===== src/rtl/tx_sched_pkg.sv =====
// -----------------------------------------------------------------------------
// tx_sched_pkg
//   Shared definitions for the TX byte scheduler: default byte and ALU widths,
//   the scheduler FSM state type and the enqueue sizing helper.
// -----------------------------------------------------------------------------
package tx_sched_pkg;

    localparam int DATA_WIDTH = 8;
    localparam int ALU_WIDTH  = 2 * DATA_WIDTH;

    typedef enum logic [1:0] {
        IDLE      = 2'd0,
        SEND      = 2'd1,
        WAIT_DONE = 2'd2
    } state_t;

    // FIFO entries an incoming item needs. An ALU result always wins the
    // write port, so a simultaneous register item is not counted here.
    function automatic logic [1:0] bytes_needed(input logic alu_v, input logic reg_v);
        if (alu_v) begin
            return 2'd2;
        end else if (reg_v) begin
            return 2'd1;
        end
        return 2'd0;
    endfunction

endpackage


===== src/rtl/tx_sched_fifo.sv =====
// -----------------------------------------------------------------------------
// tx_sched_fifo
//   Synchronous FIFO with a two-lane write port and a single read port.
//   Lane 0 is always written first, so i_wr_en is 2'b00, 2'b01 or 2'b11.
//   Ports:
//     clk, rst      clock, synchronous active-high reset
//     i_wr_en[1:0]  per-lane write enables (lane 0 lands at the write pointer)
//     i_wr_data     {lane1, lane0} write data
//     i_rd_en       pop the head entry (caller guarantees the FIFO is not empty)
//     o_rd_data     current head entry
//     o_count       number of stored entries
//     o_full        registered: fewer than 2 free entries
// -----------------------------------------------------------------------------
module tx_sched_fifo #(
    parameter int DW    = tx_sched_pkg::DATA_WIDTH,
    parameter int DEPTH = 8,
    localparam int PW   = $clog2(DEPTH),
    localparam int CW   = PW + 1
) (
    input  logic            clk,
    input  logic            rst,
    input  logic [1:0]      i_wr_en,
    input  logic [2*DW-1:0] i_wr_data,
    input  logic            i_rd_en,
    output logic [DW-1:0]   o_rd_data,
    output logic [CW-1:0]   o_count,
    output logic            o_full
);

    logic [DW-1:0] r_mem [DEPTH];
    logic [PW-1:0] r_wr_ptr;
    logic [PW-1:0] r_rd_ptr;
    logic [CW-1:0] r_count;
    logic          r_full;

    logic [1:0]    w_wr_num;
    logic [CW-1:0] w_count_next;
    logic [PW-1:0] w_lane_ptr [2];

    assign w_wr_num     = {1'b0, i_wr_en[0]} + {1'b0, i_wr_en[1]};
    assign w_count_next = r_count + CW'(w_wr_num) - CW'(i_rd_en);

    // Lane addresses wrap naturally because DEPTH is a power of two.
    genvar gi;
    generate
        for (gi = 0; gi < 2; gi++) begin : g_lane
            assign w_lane_ptr[gi] = r_wr_ptr + PW'(gi);
        end
    endgenerate

    // Storage carries no reset; only the pointers define what is valid.
    always_ff @(posedge clk) begin
        for (int i = 0; i < 2; i++) begin
            if (i_wr_en[i]) begin
                r_mem[w_lane_ptr[i]] <= i_wr_data[i*DW +: DW];
            end
        end
    end

    always_ff @(posedge clk) begin
        if (rst) begin
            r_wr_ptr <= '0;
            r_rd_ptr <= '0;
            r_count  <= '0;
            r_full   <= 1'b0;
        end else begin
            r_wr_ptr <= r_wr_ptr + PW'(w_wr_num);
            r_rd_ptr <= r_rd_ptr + PW'(i_rd_en);
            r_count  <= w_count_next;
            r_full   <= (w_count_next > CW'(DEPTH - 2));
        end
    end

    assign o_rd_data = r_mem[r_rd_ptr];
    assign o_count   = r_count;
    assign o_full    = r_full;

endmodule


===== src/rtl/tx_byte_scheduler.sv =====
// -----------------------------------------------------------------------------
// tx_byte_scheduler
//   Queues ALU results (split into two bytes, low byte first) and register
//   read bytes, then hands them one at a time to UART TX with a level
//   tx_valid / tx_busy acknowledge handshake and a per-byte timeout.
//   Ports:
//     clk, rst                   clock, synchronous active-high reset
//     alu_out, alu_valid         ALU result and its 1-cycle strobe
//     reg_rd_data, reg_rd_valid  register read byte and its 1-cycle strobe
//     tx_busy                    synchronized UART TX busy flag
//     tx_p_data, tx_valid        byte offered to TX, held while tx_valid=1
//     clk_div_en                 TX clock divider enable (1-cycle latency)
//     fifo_full                  fewer than 2 free FIFO entries
//     drop_err                   1-cycle pulse: an incoming item was discarded
//     timeout_err                sticky handshake-timeout flag
// -----------------------------------------------------------------------------
module tx_byte_scheduler #(
    parameter int DATA_WIDTH  = tx_sched_pkg::DATA_WIDTH,
    parameter int ALU_WIDTH   = tx_sched_pkg::ALU_WIDTH,
    parameter int FIFO_DEPTH  = 8,
    parameter int TIMEOUT_CYC = 255
) (
    input  logic                  clk,
    input  logic                  rst,
    input  logic [ALU_WIDTH-1:0]  alu_out,
    input  logic                  alu_valid,
    input  logic [DATA_WIDTH-1:0] reg_rd_data,
    input  logic                  reg_rd_valid,
    input  logic                  tx_busy,
    output logic [DATA_WIDTH-1:0] tx_p_data,
    output logic                  tx_valid,
    output logic                  clk_div_en,
    output logic                  fifo_full,
    output logic                  drop_err,
    output logic                  timeout_err
);

    import tx_sched_pkg::*;

    localparam int CW = $clog2(FIFO_DEPTH) + 1;
    localparam int TW = $clog2(TIMEOUT_CYC + 1);

    // Enqueue arbitration
    logic [1:0]              w_need;
    logic [CW-1:0]           w_free;
    logic [CW-1:0]           w_count;
    logic                    w_take;
    logic                    w_drop;
    logic [1:0]              w_wr_en;
    logic [2*DATA_WIDTH-1:0] w_wr_data;
    logic [DATA_WIDTH-1:0]   w_head;

    // FSM and handshake
    state_t                  r_state;
    state_t                  w_state_next;
    logic [TW-1:0]           r_timer;
    logic [TW-1:0]           w_timer_next;
    logic                    w_pop;
    logic                    w_load;
    logic                    w_timeout_set;
    logic                    w_tx_valid_next;

    logic [DATA_WIDTH-1:0]   r_tx_p_data;
    logic                    r_tx_valid;
    logic                    r_clk_div_en;
    logic                    r_drop_err;
    logic                    r_timeout_err;

    // Free space is taken before any same-cycle pop, so a pop never makes
    // room for an item arriving in the same cycle. Items are all-or-nothing.
    assign w_need    = bytes_needed(alu_valid, reg_rd_valid);
    assign w_free    = CW'(FIFO_DEPTH) - w_count;
    assign w_take    = (w_need != 2'd0) && (CW'(w_need) <= w_free);
    assign w_drop    = (alu_valid && reg_rd_valid) || ((w_need != 2'd0) && !w_take);
    assign w_wr_en   = !w_take ? 2'b00 : ((w_need == 2'd2) ? 2'b11 : 2'b01);
    assign w_wr_data = alu_valid ? alu_out : {{DATA_WIDTH{1'b0}}, reg_rd_data};

    tx_sched_fifo #(
        .DW    (DATA_WIDTH),
        .DEPTH (FIFO_DEPTH)
    ) u_fifo (
        .clk       (clk),
        .rst       (rst),
        .i_wr_en   (w_wr_en),
        .i_wr_data (w_wr_data),
        .i_rd_en   (w_pop),
        .o_rd_data (w_head),
        .o_count   (w_count),
        .o_full    (fifo_full)
    );

    always_ff @(posedge clk) begin
        if (rst) begin
            r_state <= IDLE;
            r_timer <= '0;
        end else begin
            r_state <= w_state_next;
            r_timer <= w_timer_next;
        end
    end

    always_comb begin
        w_state_next    = r_state;
        w_timer_next    = r_timer;
        w_pop           = 1'b0;
        w_load          = 1'b0;
        w_timeout_set   = 1'b0;
        w_tx_valid_next = r_tx_valid;
        unique case (r_state)
            IDLE: begin
                w_timer_next = '0;
                // A busy flag still high from an earlier byte must not
                // acknowledge the next one, so wait for it to fall first.
                if ((w_count != '0) && !tx_busy) begin
                    w_state_next    = SEND;
                    w_load          = 1'b1;
                    w_tx_valid_next = 1'b1;
                end
            end
            SEND: begin
                if (tx_busy) begin
                    w_pop           = 1'b1;
                    w_tx_valid_next = 1'b0;
                    w_timer_next    = '0;
                    w_state_next    = WAIT_DONE;
                end else if (r_timer == TW'(TIMEOUT_CYC - 1)) begin
                    // The timed-out byte is discarded, not retried.
                    w_pop           = 1'b1;
                    w_tx_valid_next = 1'b0;
                    w_timer_next    = '0;
                    w_timeout_set   = 1'b1;
                    w_state_next    = IDLE;
                end else begin
                    w_timer_next = r_timer + TW'(1);
                end
            end
            WAIT_DONE: begin
                if (!tx_busy) begin
                    w_state_next = IDLE;
                end
            end
            default: begin
                w_state_next    = IDLE;
                w_tx_valid_next = 1'b0;
                w_timer_next    = '0;
            end
        endcase
    end

    always_ff @(posedge clk) begin
        if (rst) begin
            r_tx_p_data   <= '0;
            r_tx_valid    <= 1'b0;
            r_clk_div_en  <= 1'b0;
            r_drop_err    <= 1'b0;
            r_timeout_err <= 1'b0;
        end else begin
            if (w_load) begin
                r_tx_p_data <= w_head;
            end
            r_tx_valid   <= w_tx_valid_next;
            r_clk_div_en <= (r_state != IDLE) || (w_count != '0);
            r_drop_err   <= w_drop;
            if (w_timeout_set) begin
                r_timeout_err <= 1'b1;
            end
        end
    end

    assign tx_p_data   = r_tx_p_data;
    assign tx_valid    = r_tx_valid;
    assign clk_div_en  = r_clk_div_en;
    assign drop_err    = r_drop_err;
    assign timeout_err = r_timeout_err;

endmodule


===== config.mk =====
export PLATFORM = sky130hd
export DESIGN_NAME = tx_byte_scheduler
export DESIGN_NICKNAME = d
export VERILOG_FILES = /design/src/rtl/tx_sched_pkg.sv /design/src/rtl/tx_sched_fifo.sv /design/src/rtl/tx_byte_scheduler.sv
export SDC_FILE = /design/constraint.sdc
export NUM_CORES = 1
export LEC_CHECK = 0
export BUFFER_PORTS_ARGS = -buffer_cell sky130_fd_sc_hd__buf_2
export CAP_MARGIN = 15
export CORE_MARGIN = 2
export CORE_UTILIZATION = 35
export DETAILED_ROUTE_END_ITERATION = 16
export PLACE_DENSITY = 0.52
export SLEW_MARGIN = 25
export SYNTH_ARGS = -nofsm -noshare
export SYNTH_HDL_FRONTEND = slang
export SYNTH_SLANG_ARGS = --single-unit

===== constraint.sdc =====
create_clock -name clk -period 4.1 [get_ports clk]
set_input_delay 1.025 -clock clk [delete_from_list [all_inputs] [get_ports clk]]
set_output_delay 1.025 -clock clk [all_outputs]
set_load 0.1 [all_outputs]

-- Word level (Yosys, flattened, before mapping)
Memories as Yosys holds them, arrays and structs flattened. A register that Yosys moved wholly into a read port is not among the register bits.
Cells that the tools add are included.
- flip-flop bits (word level): 25
- RAM bits: 64
- input port bits: 29
- output and inout port bits: 13
- word-level logic and storage cells: 74
- memories kept: 1
- memories (name ; words ; bits a word ; rd ports ; clocked after Yosys merged registers in ; wr ports ; line ; text):
    u_fifo.r_mem ; 8 ; 8 ; 1 ; 1 ; 2 ; tx_sched_fifo.sv:30 ; logic [DW-1:0] r_mem [DEPTH];
- $add $sub $neg: 8
- $lt $le $gt $ge: 2
- eq/ne operators: 7
- muxes and demuxes: 31
- bitwise gates (word level): 1
- reductions and logical operators: 14
- operators by type and width (operator ; number):
    2-bit 2-to-1 mux ; 9
    1-bit 2-to-1 mux ; 16
    16-bit 2-to-1 mux ; 1
    8-bit 2-to-1 mux ; 2
    8-bit one-hot mux with 2 select lines ; 1
    8-bit by 1-bit adder with 8-bit output, second input constant ; 1
    8-bit equality test, second input constant ; 1
    2-bit one-hot mux with 3 select lines ; 1
    3-bit AND reduction ; 2
    4-bit by 2-bit adder with 4-bit output ; 1
    2-bit equality test, second input constant ; 2
    4-bit by 3-bit > comparator with 1-bit output, second input constant ; 1
    2-bit by 4-bit less-or-equal comparator with 1-bit output ; 1
    1-bit logical AND ; 4
    2-bit inequality test, second input constant ; 2
    2-bit nonzero test ; 2
    4-bit nonzero test ; 1
    4-bit by 1-bit subtractor with 4-bit output ; 1
    4-bit subtractor, first input constant ; 1
    3-bit by 1-bit adder with 3-bit output ; 1
    3-bit by 1-bit adder with 3-bit output, second input constant ; 1
    3-bit by 2-bit adder with 3-bit output ; 1
    3-bit inequality test, second input constant ; 1
    1-bit one-hot mux with 3 select lines ; 1
    6 further kinds ; 8

-- Logic depth before layout (Yosys ltp)
Gate-level depths: netlist of run 1.
- depth in word-level cells: 10
- gate-level depth with buffers: 15
- mapped depth without buffers: 14

-- Cells and area by module
From an unflattened synthesis of run 1, not the netlist that was laid out.
- cells, all modules: 384
- area total of the unflattened synthesis: 5152.4 sq um
- modules (own cells, without submodules) (module ; instances ; cells an instance ; area each (sq um) ; sequential area each (sq um)):
    tx_sched_fifo ; 1 ; 240 ; 3880.0 ; 2142.1
    tx_byte_scheduler ; 1 ; 144 ; 1272.5 ; 440.4

-- Worst setup path after synthesis of run 1
Ideal clock, no wire load.
- kind: input port to flip-flop
- start point: in alu_valid
- end point: reg u_fifo.r_full, in the netlist u_fifo.o_full
- library setup time: 0.132 ns
- arrival: 3.799 ns
- data required time: 3.968 ns
- path slack: 0.168 ns
- stages on the path: 15
- path buffers: 3
- path through: buf_2 -> buf_1 -> nand2b_1 -> ha_1 -> nor2b_1 -> o21ai_1 -> buf_2 -> o21ai_0 -> ha_1 -> inv_1 -> ha_1 -> a21o_1 -> a21oi_1 -> xnor2_1 -> a21oi_1
- cells in the longest elaborated chain, start to end: 9
- elaborated cells on any way between the ends: 13
- classes of those cells: add/sub: 3; order compare: 2; eq/ne: 1; mux: 5; reduce/logical: 2
- ends and longest elaborated chain (element ; line ; text):
    start, declared ; tx_byte_scheduler.sv:26 ; input logic alu_valid,
    2-bit 2-to-1 mux or 1-bit 2-to-1 mux (tied branches) ; tx_sched_pkg.sv:20 ; if (alu_v) begin
    2-bit 2-to-1 mux * ; tx_sched_pkg.sv:25 ; return 2'd0;
    2-bit by 4-bit less-or-equal comparator with 1-bit output, or another cell as far along ; tx_byte_scheduler.sv:73 ; assign w_take = (w_need != 2'd0) && (CW'(w_need) <= w_free);
    1-bit logical AND or 2-bit 2-to-1 mux (tied branches) ; tx_byte_scheduler.sv:73, tx_byte_scheduler.sv:75 ;
    2-bit 2-to-1 mux * ; tx_byte_scheduler.sv:75 ; assign w_wr_en = !w_take ? 2'b00 : ((w_need == 2'd2) ? 2'b11 : 2'b01);
    1-bit by 1-bit adder with 2-bit output * ; tx_sched_fifo.sv:40 ; assign w_wr_num = {1'b0, i_wr_en[0]} + {1'b0, i_wr_en[1]};
    4-bit by 2-bit adder with 4-bit output * ; tx_sched_fifo.sv:41 ; assign w_count_next = r_count + CW'(w_wr_num) - CW'(i_rd_en);
    4-bit by 1-bit subtractor with 4-bit output * ; tx_sched_fifo.sv:41 ;
    4-bit by 3-bit > comparator with 1-bit output * ; tx_sched_fifo.sv:70 ; r_full <= (w_count_next > CW'(DEPTH - 2));
    end signal, assigned ; tx_sched_fifo.sv:70 ;
    end, declared ; tx_sched_fifo.sv:34 ; logic r_full;
Mark *: on every way between the ends. The rest lies on a longest branch, timed or not.
A chain may end at the register's enable or synchronous reset.

-- Final worst setup path of run 1
Ends and elaborated chain as after synthesis.

==> results.json, run 1 <==
{
  "status": "finished clean",
  "die_h_microns": 126,
  "async_reset_ff_share_pct": 0,
  "ctsHoldBuffers": 0,
  "initial_core_util_pct": 35.9,
  "gp_congestion": 0.804,
  "synth_top_area_cell": "edfxtp_1",
  "dp_hpwl_microns": 8090,
  "finClkSkew_ns": 0.00839,
  "hold_depth": 2,
  "cts_tree": "done",
  "finalCriticalPeriod_ns": 3.05,
  "start_kind": "input pin",
  "synth_area_leaders": "edfxtp_1, dfxtp_1, mux2_4",
  "area_delta_synth_final_pct": 14.7,
  "via_per_inst": 5.16,
  "syn_nets": 434,
  "p_leak_nw": 2.31,
  "reg2reg_slack_ns": 1.10,
  "final-hold-violation-count": 0,
  "maxClockFrequency_mhz": 328,
  "netlist_area_sq_um": 5240,
  "yosysWarnings": 0,
  "cp.required_ns": 4.31,
  "worst_slack_ns": 1.05,
  "groute.usage.overall_pct": 15.1,
  "drv_cap": 0,
  "hold_path_class": "register to register",
  "antenna_found_initial": 0,
  "first_global_vias": 3306,
  "crit_path_max_fanout": 7,
  "antenna_cells": 0,
  "placement.io_buffers": 41,
  "worst_setup_path_end_kind": "register",
  "antenna_left": 0,
  "fin_nets": 482,
  "die_w_microns": 126,
  "drtIter0Drc": 164,
  "num_rows": 44,
  "yosysSeqAreaShare_pct": 49.3,
  "grt_setup_unrepaired": "no",
  "netlist_instances": 388,
  "drc_errors": 0,
  "r2r_start": "u_fifo.o_count[0]$_SDFF_PP0_",
  "synth-edff-count": 64,
  "grt.overflow.total": 0,
  "crit_arrival_ns": 3.26,
  "layout_worst_path_cycle_share_pct": 74.3,
  "r2r_cells": 13,
  "ys_seq_elements": 97,
  "post-cts-setup-buffers": 0,
  "tns_ns": 0,
  "wl_microns": 11500,
  "regToRegEndpoint": "u_fifo.o_full$_SDFF_PP0_",
  "ys_types": 47,
  "slew_violations": 0,
  "core-area_sq_um": 14600,
  "pre_cts_slack_ns": 0.664,
  "synth_flop_cell": "edfxtp_1",
  "place_area_sq_um": 5690,
  "io_pins": 42,
  "layout_common_cells": "edfxtp_1, buf_2, mux2_4",
  "clock_sinks": 97,
  "die_area_sq_um": 16000,
  "grt_pass1_wl_microns": 18500,
  "worst_hold_startpoint": "timeout_err$_SDFFE_PP0P_",
  "worst_pin_slew_ns": 0.975,
  "num_vias": 3222,
  "ir_drop_mv": 0.281,
  "cts-buffers-inserted": 9,
  "clk_latency_ns": 0.35,
  "grt_max_degree": 28,
  "hold_ws_ns": 0.482,
  "p_per_area_nw_per_um2": 660,
  "synth_top_area_share_pct": 36.7,
  "clk_pin_slew_worst_paths_ns": 0.07,
  "layout_commonest_cell": "edfxtp_1",
  "htreeDepth": 3,
  "drive_gt1_share_pct": 38.5,
  "wl_per_cell_microns": 18.4,
  "finalSetupViolCount": 0,
  "cts_root_buf": "clkbuf_16",
  "whs_endpoint": "timeout_err$_SDFFE_PP0P_",
  "final_core_util_pct": 41.2,
  "syn_area_per_cell_sq_um": 13.5,
  "critPathKind": "input pin to register",
  "dr.pass1.iters": 4,
  "slew_headroom_pct": 34.9,
  "cts_buffer_depth": 2,
  "cts_resized": 0,
  "finalInstanceArea_sq_um": 6010
}
[worst max-delay path: stages]
cell and delay, ns:
buf_2 0.14, nand2b_1 0.17, ha_1 0.28, nand2_1 0.07, o21ai_1 0.07, o21ai_0 0.30, ha_1 0.30, inv_1 0.10
ha_1 0.24, a21o_1 0.16, a21oi_1 0.17, xnor2_1 0.15, a21oi_1 0.10
[cells in the mapped netlist, drive strengths merged, types with 2 or more instances]
cell,count
inv,17
xnor2,4
nor3b,4
nor3,3
a211oi,4
o21ai,19
a21oi,17
or3,3
clkbuf,8
nor2b,7
mux2,72
buf,9
fa,2
a31oi,5
mux4,16
o211ai,2
nand3b,3
nand3,9
and3,3
xor2,3
o21a,2
dfxtp,33
ha,15
nor2,37
edfxtp,64
mux2i,9
nand2,5
[registers in the layout (all words and copies together) (netlist names)]
register         cells
drop_err             1
u_fifo.r_rd_ptr      3
u_fifo.r_mem        64
clk_div_en           1
u_fifo.r_wr_ptr      3
tx_valid             1
u_fifo.o_full        1
timeout_err          1
tx_p_data            8
r_state              2
u_fifo.o_count       4
r_timer              8
[layout make-up]
type,count,area [sq um]
Clock buffer,11,253
Clock inverter,5,62.6
Fill cell,1331,8580
Inverter,17,63.8
Multi-Input combinational cell,257,2510
Sequential cell,97,2580
Tap cell,184,230
Timing Repair Buffer,54,303
[cells by family (layout without fill, tap and decap cells)]
group           after synthesis  count (layout)  synth area share [%]
buf+inv                      34              87                  2.70
mux                          97              97                  26.9
flops                        97              97                  49.3
simple gates                 78              78                  7.31
fa+ha+maj                    17              17                  4.35
compound gates               58              58                  8.24
xor+xnor                      7               7                  1.17
[power by group]
part / internal, W / switching, W / leakage [nW]
clock network: 0.000511 / 0.000383 / 0.154
logic: 0.000583 / 0.00103 / 1.30
registers: 0.00135 / 0.000109 / 0.860
[metrics by stage]
stage	cells	total power, W
finish	625	0.00397
global route	625	0.00419
CTS	625	0.00401
detailed placement	609	0.00311
global placement	609	0.00308
floorplan	388	0.00269
[routing by layer]
metal,vias to the layer above,global-route usage [%],wire [microns]
li1,1565,-,-
met5,-,0,0
met1,1598,20.3,5540
met4,0,5.11,225
met3,12,3.33,389
met2,47,24.4,5320
[worst max path at each step]
stage | start | endpoint | slack [ns]
global placement | alu_valid | u_fifo.o_full$_SDFF_PP0_ | 0.73
finish | alu_valid | u_fifo.o_full$_SDFF_PP0_ | 1.05
global route | alu_valid | u_fifo.o_full$_SDFF_PP0_ | 0.84
floorplan | alu_valid | u_fifo.o_full$_SDFF_PP0_ | 0.17
detailed placement | alu_valid | u_fifo.o_full$_SDFF_PP0_ | 0.66
CTS | alu_valid | u_fifo.o_full$_SDFF_PP0_ | 1.03
Note: power is estimated with default switching activity, not from simulation.
==> run 2, diff against run 1 <==
Settings changed: ABC_AREA from default to 1, PLACE_DENSITY 0.52 to 0.5.
Clock period 4.1 ns to 3.1 ns, I/O delays scaled along.
==> results.json, run 2 <==
{
  "hold_path_class": "register to register",
  "finalInstanceArea_sq_um": 6520,
  "drc_errors": 0,
  "layout_common_cells": "nand2_1, inv_1, nand4_1",
  "cts_tree": "done",
  "ys_types": 34,
  "status": "finished clean",
  "slew_headroom_pct": 54.5,
  "worst_setup_path_end_kind": "register",
  "netlist_area_sq_um": 5800,
  "syn_nets": 785,
  "tns_ns": 0,
  "synth-edff-count": 64,
  "layout_worst_path_cycle_share_pct": 87.7,
  "io_pins": 42,
  "final_core_util_pct": 39.7,
  "fin_total_pwr_w": 0.00582,
  "critPathKind": "register to register",
  "start_kind": "register",
  "netlist_instances": 739,
  "drtIter0Drc": 374,
  "synth_area_leaders": "edfxtp_1, nand2_1, dfxtp_1",
  "layout_commonest_cell": "nand2_1",
  "hold_ws_ns": 0.466,
  "final-hold-violation-count": 0,
  "die_h_microns": 133,
  "finalCriticalPeriod_ns": 2.72,
  "cts_resized": 0,
  "finClkSkew_ns": 0.0122,
  "num_vias": 4989,
  "core-area_sq_um": 16400,
  "p_leak_nw": 2.97,
  "ys_seq_elements": 97,
  "path_buf_inv": 3,
  "area_delta_synth_final_pct": 12.5,
  "place_area_sq_um": 6240,
  "syn_area_per_cell_sq_um": 7.84,
  "clk_pin_slew_worst_paths_ns": 0.07,
  "initial_core_util_pct": 35.3,
  "synth_top_area_cell": "edfxtp_1",
  "critical_path.slowest_cell": "fa_1",
  "drive_gt1_share_pct": 15.1,
  "yosysMostFrequentCell": "nand2_1",
  "fin_nets": 823,
  "dp_hpwl_microns": 11500,
  "clock_sinks": 97,
  "finalSetupViolCount": 0,
  "placement.io_buffers": 41,
  "async_reset_ff_share_pct": 0,
  "slew_violations": 0,
  "synth_flop_cell": "edfxtp_1",
  "die_area_sq_um": 17600,
  "antenna_found_initial": 0,
  "first_global_vias": 4614,
  "ys_top_cells_by_count": "nand2_1, inv_1, nand4_1",
  "largest_reg_flops": 64,
  "clk_latency_ns": 0.35,
  "ir_drop_mv": 0.512,
  "wl_per_cell_microns": 16.0,
  "slowest_delay_ns": 0.43,
  "crit_arrival_ns": 2.98,
  "crit_family": "adder cells",
  "groute.usage.overall_pct": 19.3,
  "num_rows": 47,
  "cp_cell_sequence": "inv_1 > ha_1 > inv_1 > ha_1 > a21oi_1 > nor2_1 > nand2_2 > nand2_1 > ha_1 > inv_1 > fa_1 > xnor2_1 > o31ai_1",
  "wl_microns": 16100,
  "crit_path_max_fanout": 4,
  "ctsHoldBuffers": 0,
  "p_per_area_nw_per_um2": 893,
  "grt_max_degree": 56,
  "drv_cap": 0,
  "cp.required_ns": 3.36,
  "cts_root_buf": "clkbuf_16",
  "maxClockFrequency_mhz": 368,
  "die_w_microns": 133,
  "cts_buffer_depth": 2,
  "htreeDepth": 3,
  "dr.pass1.iters": 5,
  "antenna_left": 0,
  "antenna_cells": 0,
  "yosysSeqAreaShare_pct": 44.5,
  "synth_top_area_share_pct": 33.2,
  "yosysWarnings": 0,
  "worst_pin_slew_ns": 0.682,
  "post-cts-setup-buffers": 0,
  "grt_setup_unrepaired": "no",
  "via_per_inst": 4.98,
  "cts-buffers-inserted": 9,
  "grt.overflow.total": 0,
  "gp_congestion": 0.785,
  "grt_pass1_wl_microns": 26000
}
## run 2: cell type report
type,count,area [sq um]
repair buffers,68,408
inverters,88,333
clock inverters,6,47.5
fillers,1698,9890
clock buffers,10,229
flip-flops and latches,97,2580
well taps,220,275
multi-input cells,513,2650
## run 2: metal layers
metal	share of wire (%)	wire length, microns	global-route usage, %
met2	46	7390	30.3
met1	46	7410	26.7
met5	0	0	0
met4	1.9	298	5.73
met3	6.0	966	4.14
## run 2: final timing paths
check / startpoint / end / slack (ns) / cells after the start
max: u_fifo.o_count[0]$_SDFF_PP0_ / u_fifo.o_full$_SDFF_PP0_ / 0.38 / 13
min: tx_p_data[3]$_SDFFE_PP0P_ / tx_p_data[3]$_SDFFE_PP0P_ / 0.47 / 2
max reg2reg: u_fifo.o_count[0]$_SDFF_PP0_ / u_fifo.o_full$_SDFF_PP0_ / 0.38 / 13
min reg2reg: tx_p_data[3]$_SDFFE_PP0P_ / tx_p_data[3]$_SDFFE_PP0P_ / 0.47 / 2
## run 2: stage by stage
stage,worst slack [ns],instances
final,0.382,1002
after global routing,0.138,1002
after CTS,0.369,1002
after detailed placement,0.225,986
after global placement,0.279,986
after floorplan,0.199,739
## run 2: report_power, final
| group | internal, W | switching, W | leakage (nW) | total [W] |
|---|---|---|---|---|
| Sequential | 0.00185 | 0.000133 | 0.863 | 0.00199 |
| Clock | 0.000555 | 0.000512 | 0.139 | 0.00107 |
| Combinational | 0.000766 | 0.00201 | 1.97 | 0.00277 |
## run 2: kinds of logic (layout without fill, tap and decap cells)
logic type	Yosys count	in the layout	synth area share, %
compound gates	32	32	2.94
simple gates	457	457	37.7
flops	97	97	44.5
fa+ha+maj	17	17	3.93
xor+xnor	7	7	1.06
buf+inv	129	172	9.82
## run 2: worst register-to-register path, stage by stage (launching register included)
cell	delay, ns
dfxtp_1	0.35
inv_1	0.10
ha_1	0.28
inv_1	0.04
ha_1	0.28
a21oi_1	0.17
nor2_1	0.07
nand2_2	0.08
nand2_1	0.07
ha_1	0.29
inv_1	0.07
fa_1	0.43
xnor2_1	0.16
o31ai_1	0.23
==> run 3, diff against run 2 <==
Settings changed: BUFFER_PORTS_ARGS -buffer_cell sky130_fd_sc_hd__buf_2 to default, DONT_BUFFER_PORTS from default to 1, PLACE_DENSITY 0.5 to 0.48, SLEW_MARGIN 25 to default.
==> results.json, run 3 (same netlist as run 2, synthesis figures left out) <==
{
  "crit_start": "u_fifo.o_count[0]$_SDFF_PP0_",
  "worst_slack_ns": 0.325,
  "pre_cts_slack_ns": 0.290,
  "drtIter0Drc": 430,
  "wl_per_cell_microns": 16.8,
  "crit_family": "buffers and inverters",
  "drv_cap": 0,
  "groute.usage.overall_pct": 18.8,
  "cts_resized": 0,
  "num_rows": 47,
  "worst_setup_path_end_kind": "register",
  "dp_hpwl_microns": 11200,
  "gp_congestion": 0.786,
  "r2r_cells": 11,
  "antenna_cells": 0,
  "layout_commonest_cell": "nand2_1",
  "finalSetupViolCount": 0,
  "final-hold-violation-count": 0,
  "crit_arrival_ns": 2.82,
  "grt.overflow.total": 0,
  "cp.required_ns": 3.15,
  "fin_total_pwr_w": 0.00581,
  "die_area_sq_um": 17600,
  "cts-buffers-inserted": 9,
  "post-cts-setup-buffers": 0,
  "layout_worst_path_cycle_share_pct": 89.5,
  "largest_reg_flops": 64,
  "initial_core_util_pct": 35.3,
  "finClkSkew_ns": 0.0103,
  "grt_pass1_wl_microns": 25400,
  "comb_power_share_pct": 39.4,
  "slew_violations": 0,
  "place_area_sq_um": 6010,
  "path_buf_inv": 4,
  "use_met1_pct": 26.4,
  "cp-endpoint": "u_fifo.r_mem[3][6]$_DFFE_PP_",
  "antenna_left": 0,
  "placement.io_buffers": 0,
  "busiest_layer": "met2",
  "antenna_found_initial": 0,
  "slowest_delay_ns": 0.65,
  "critical_path.slowest_cell": "buf_4",
  "via_per_inst": 5.09,
  "swShare_pct": 44.3,
  "grt_util_met3_pct": 4.18,
  "regToRegEndpoint": "u_fifo.r_mem[3][6]$_DFFE_PP_",
  "wl_microns": 16100,
  "finalInstanceArea_sq_um": 6320,
  "hold_ws_ns": 0.492,
  "clock_sinks": 97,
  "status": "finished clean",
  "critPathKind": "register to register",
  "area_delta_synth_final_pct": 9.02,
  "layout_common_cells": "nand2_1, inv_1, nand4_1",
  "crit_path_max_fanout": 73,
  "drc_errors": 0,
  "clkPwrFrac_pct": 20.3,
  "core-area_sq_um": 16400,
  "die_w_microns": 133,
  "internal_power_w": 0.00323,
  "htreeDepth": 3,
  "power.switching_w": 0.00258,
  "cp_cell_sequence": "inv_1 > ha_1 > inv_1 > ha_1 > a21oi_1 > nor2_1 > nand2_2 > buf_4 > nand3_4 > o21ai_1 > buf_4",
  "drive_gt1_share_pct": 9.77,
  "tns_ns": 0,
  "r2r_start": "u_fifo.o_count[0]$_SDFF_PP0_",
  "power_frac_seq_pct": 40.3,
  "io_pins": 42,
  "cts_buffer_depth": 2,
  "ir_drop_mv": 0.703,
  "first_global_vias": 4508,
  "clk_latency_ns": 0.35,
  "finalCriticalPeriod_ns": 2.77,
  "grt_max_degree": 87,
  "die_h_microns": 133,
  "start_kind": "register",
  "ctsHoldBuffers": 0,
  "cp.depth": 11,
  "grt_use_met2_pct": 29.2,
  "clk_pin_slew_worst_paths_ns": 0.07,
  "grt_setup_unrepaired": "no",
  "slew_headroom_pct": 32.7,
  "dr.pass1.iters": 5,
  "fin_nets": 778,
  "hold_path_class": "input pin to register",
  "reg2reg_slack_ns": 0.33,
  "p_leak_nw": 2.79,
  "worst_pin_slew_ns": 1.01,
  "p_per_area_nw_per_um2": 919,
  "maxClockFrequency_mhz": 360,
  "cts_tree": "done",
  "num_vias": 4871,
  "cts_root_buf": "clkbuf_16"
}
==> run 3: area by class of cell <==
type / instances / area, sq um
clock buffer: 11 / 254
timing repair buffer: 23 / 173
sequential: 97 / 2580
fill: 1682 / 10100
inverter: 88 / 333
clock inverter: 5 / 57.6
tap: 220 / 275
multi-input combinational: 513 / 2650
==> run 3: power by group through the flow <==
| stage | clock (W) | combinational, W | sequential, W |
|---|---|---|---|
| 2_1_floorplan | 0 | 0.00180 | 0.00232 |
| 3_3_place_gp | 0 | 0.00226 | 0.00237 |
| 3_5_place_dp | 0 | 0.00229 | 0.00237 |
| 4_1_cts | 0.00121 | 0.00230 | 0.00235 |
| 5_1_grt | 0.00125 | 0.00259 | 0.00238 |
| 6_report | 0.00118 | 0.00229 | 0.00234 |
==> run 3: worst register-to-register path, stage by stage, from the launching register on <==
cell and delay [ns]:
dfxtp_1 0.34, inv_1 0.09, ha_1 0.29, inv_1 0.04
ha_1 0.28, a21oi_1 0.15, nor2_1 0.07, nand2_2 0.08
buf_4 0.65, nand3_4 0.16, o21ai_1 0.12, buf_4 0.20
==> run 3: worst min-delay path by stage <==
stage / from / end / slack (ns) / cells after the start
after detailed placement: r_timer[7]$_SDFFE_PP0N_ / r_timer[7]$_SDFFE_PP0N_ / 0.49 / 2
after floorplan: r_timer[7]$_SDFFE_PP0N_ / r_timer[7]$_SDFFE_PP0N_ / 0.47 / 2
after global placement: r_timer[7]$_SDFFE_PP0N_ / r_timer[7]$_SDFFE_PP0N_ / 0.49 / 2
after CTS: rst / r_timer[7]$_SDFFE_PP0N_ / 0.48 / 1
final: rst / timeout_err$_SDFFE_PP0P_ / 0.49 / 1
after global routing: rst / r_state[0]$_SDFFE_PP0P_ / 0.48 / 1
==> run 3: through the flow <==
step | utilization [%] | std cells
floorplan | - | 739
global placement | 36.6 | 941
detailed placement | 36.6 | 941
CTS | 38.5 | 957
global route | 38.5 | 957
finish | 38.5 | 957
==> run 3: layer usage <==
metal	share of wire (%)	vias to the layer above
met3	6.8	20
met5	0	-
li1	-	2427
met4	1.6	0
met2	45	177
met1	46	2247
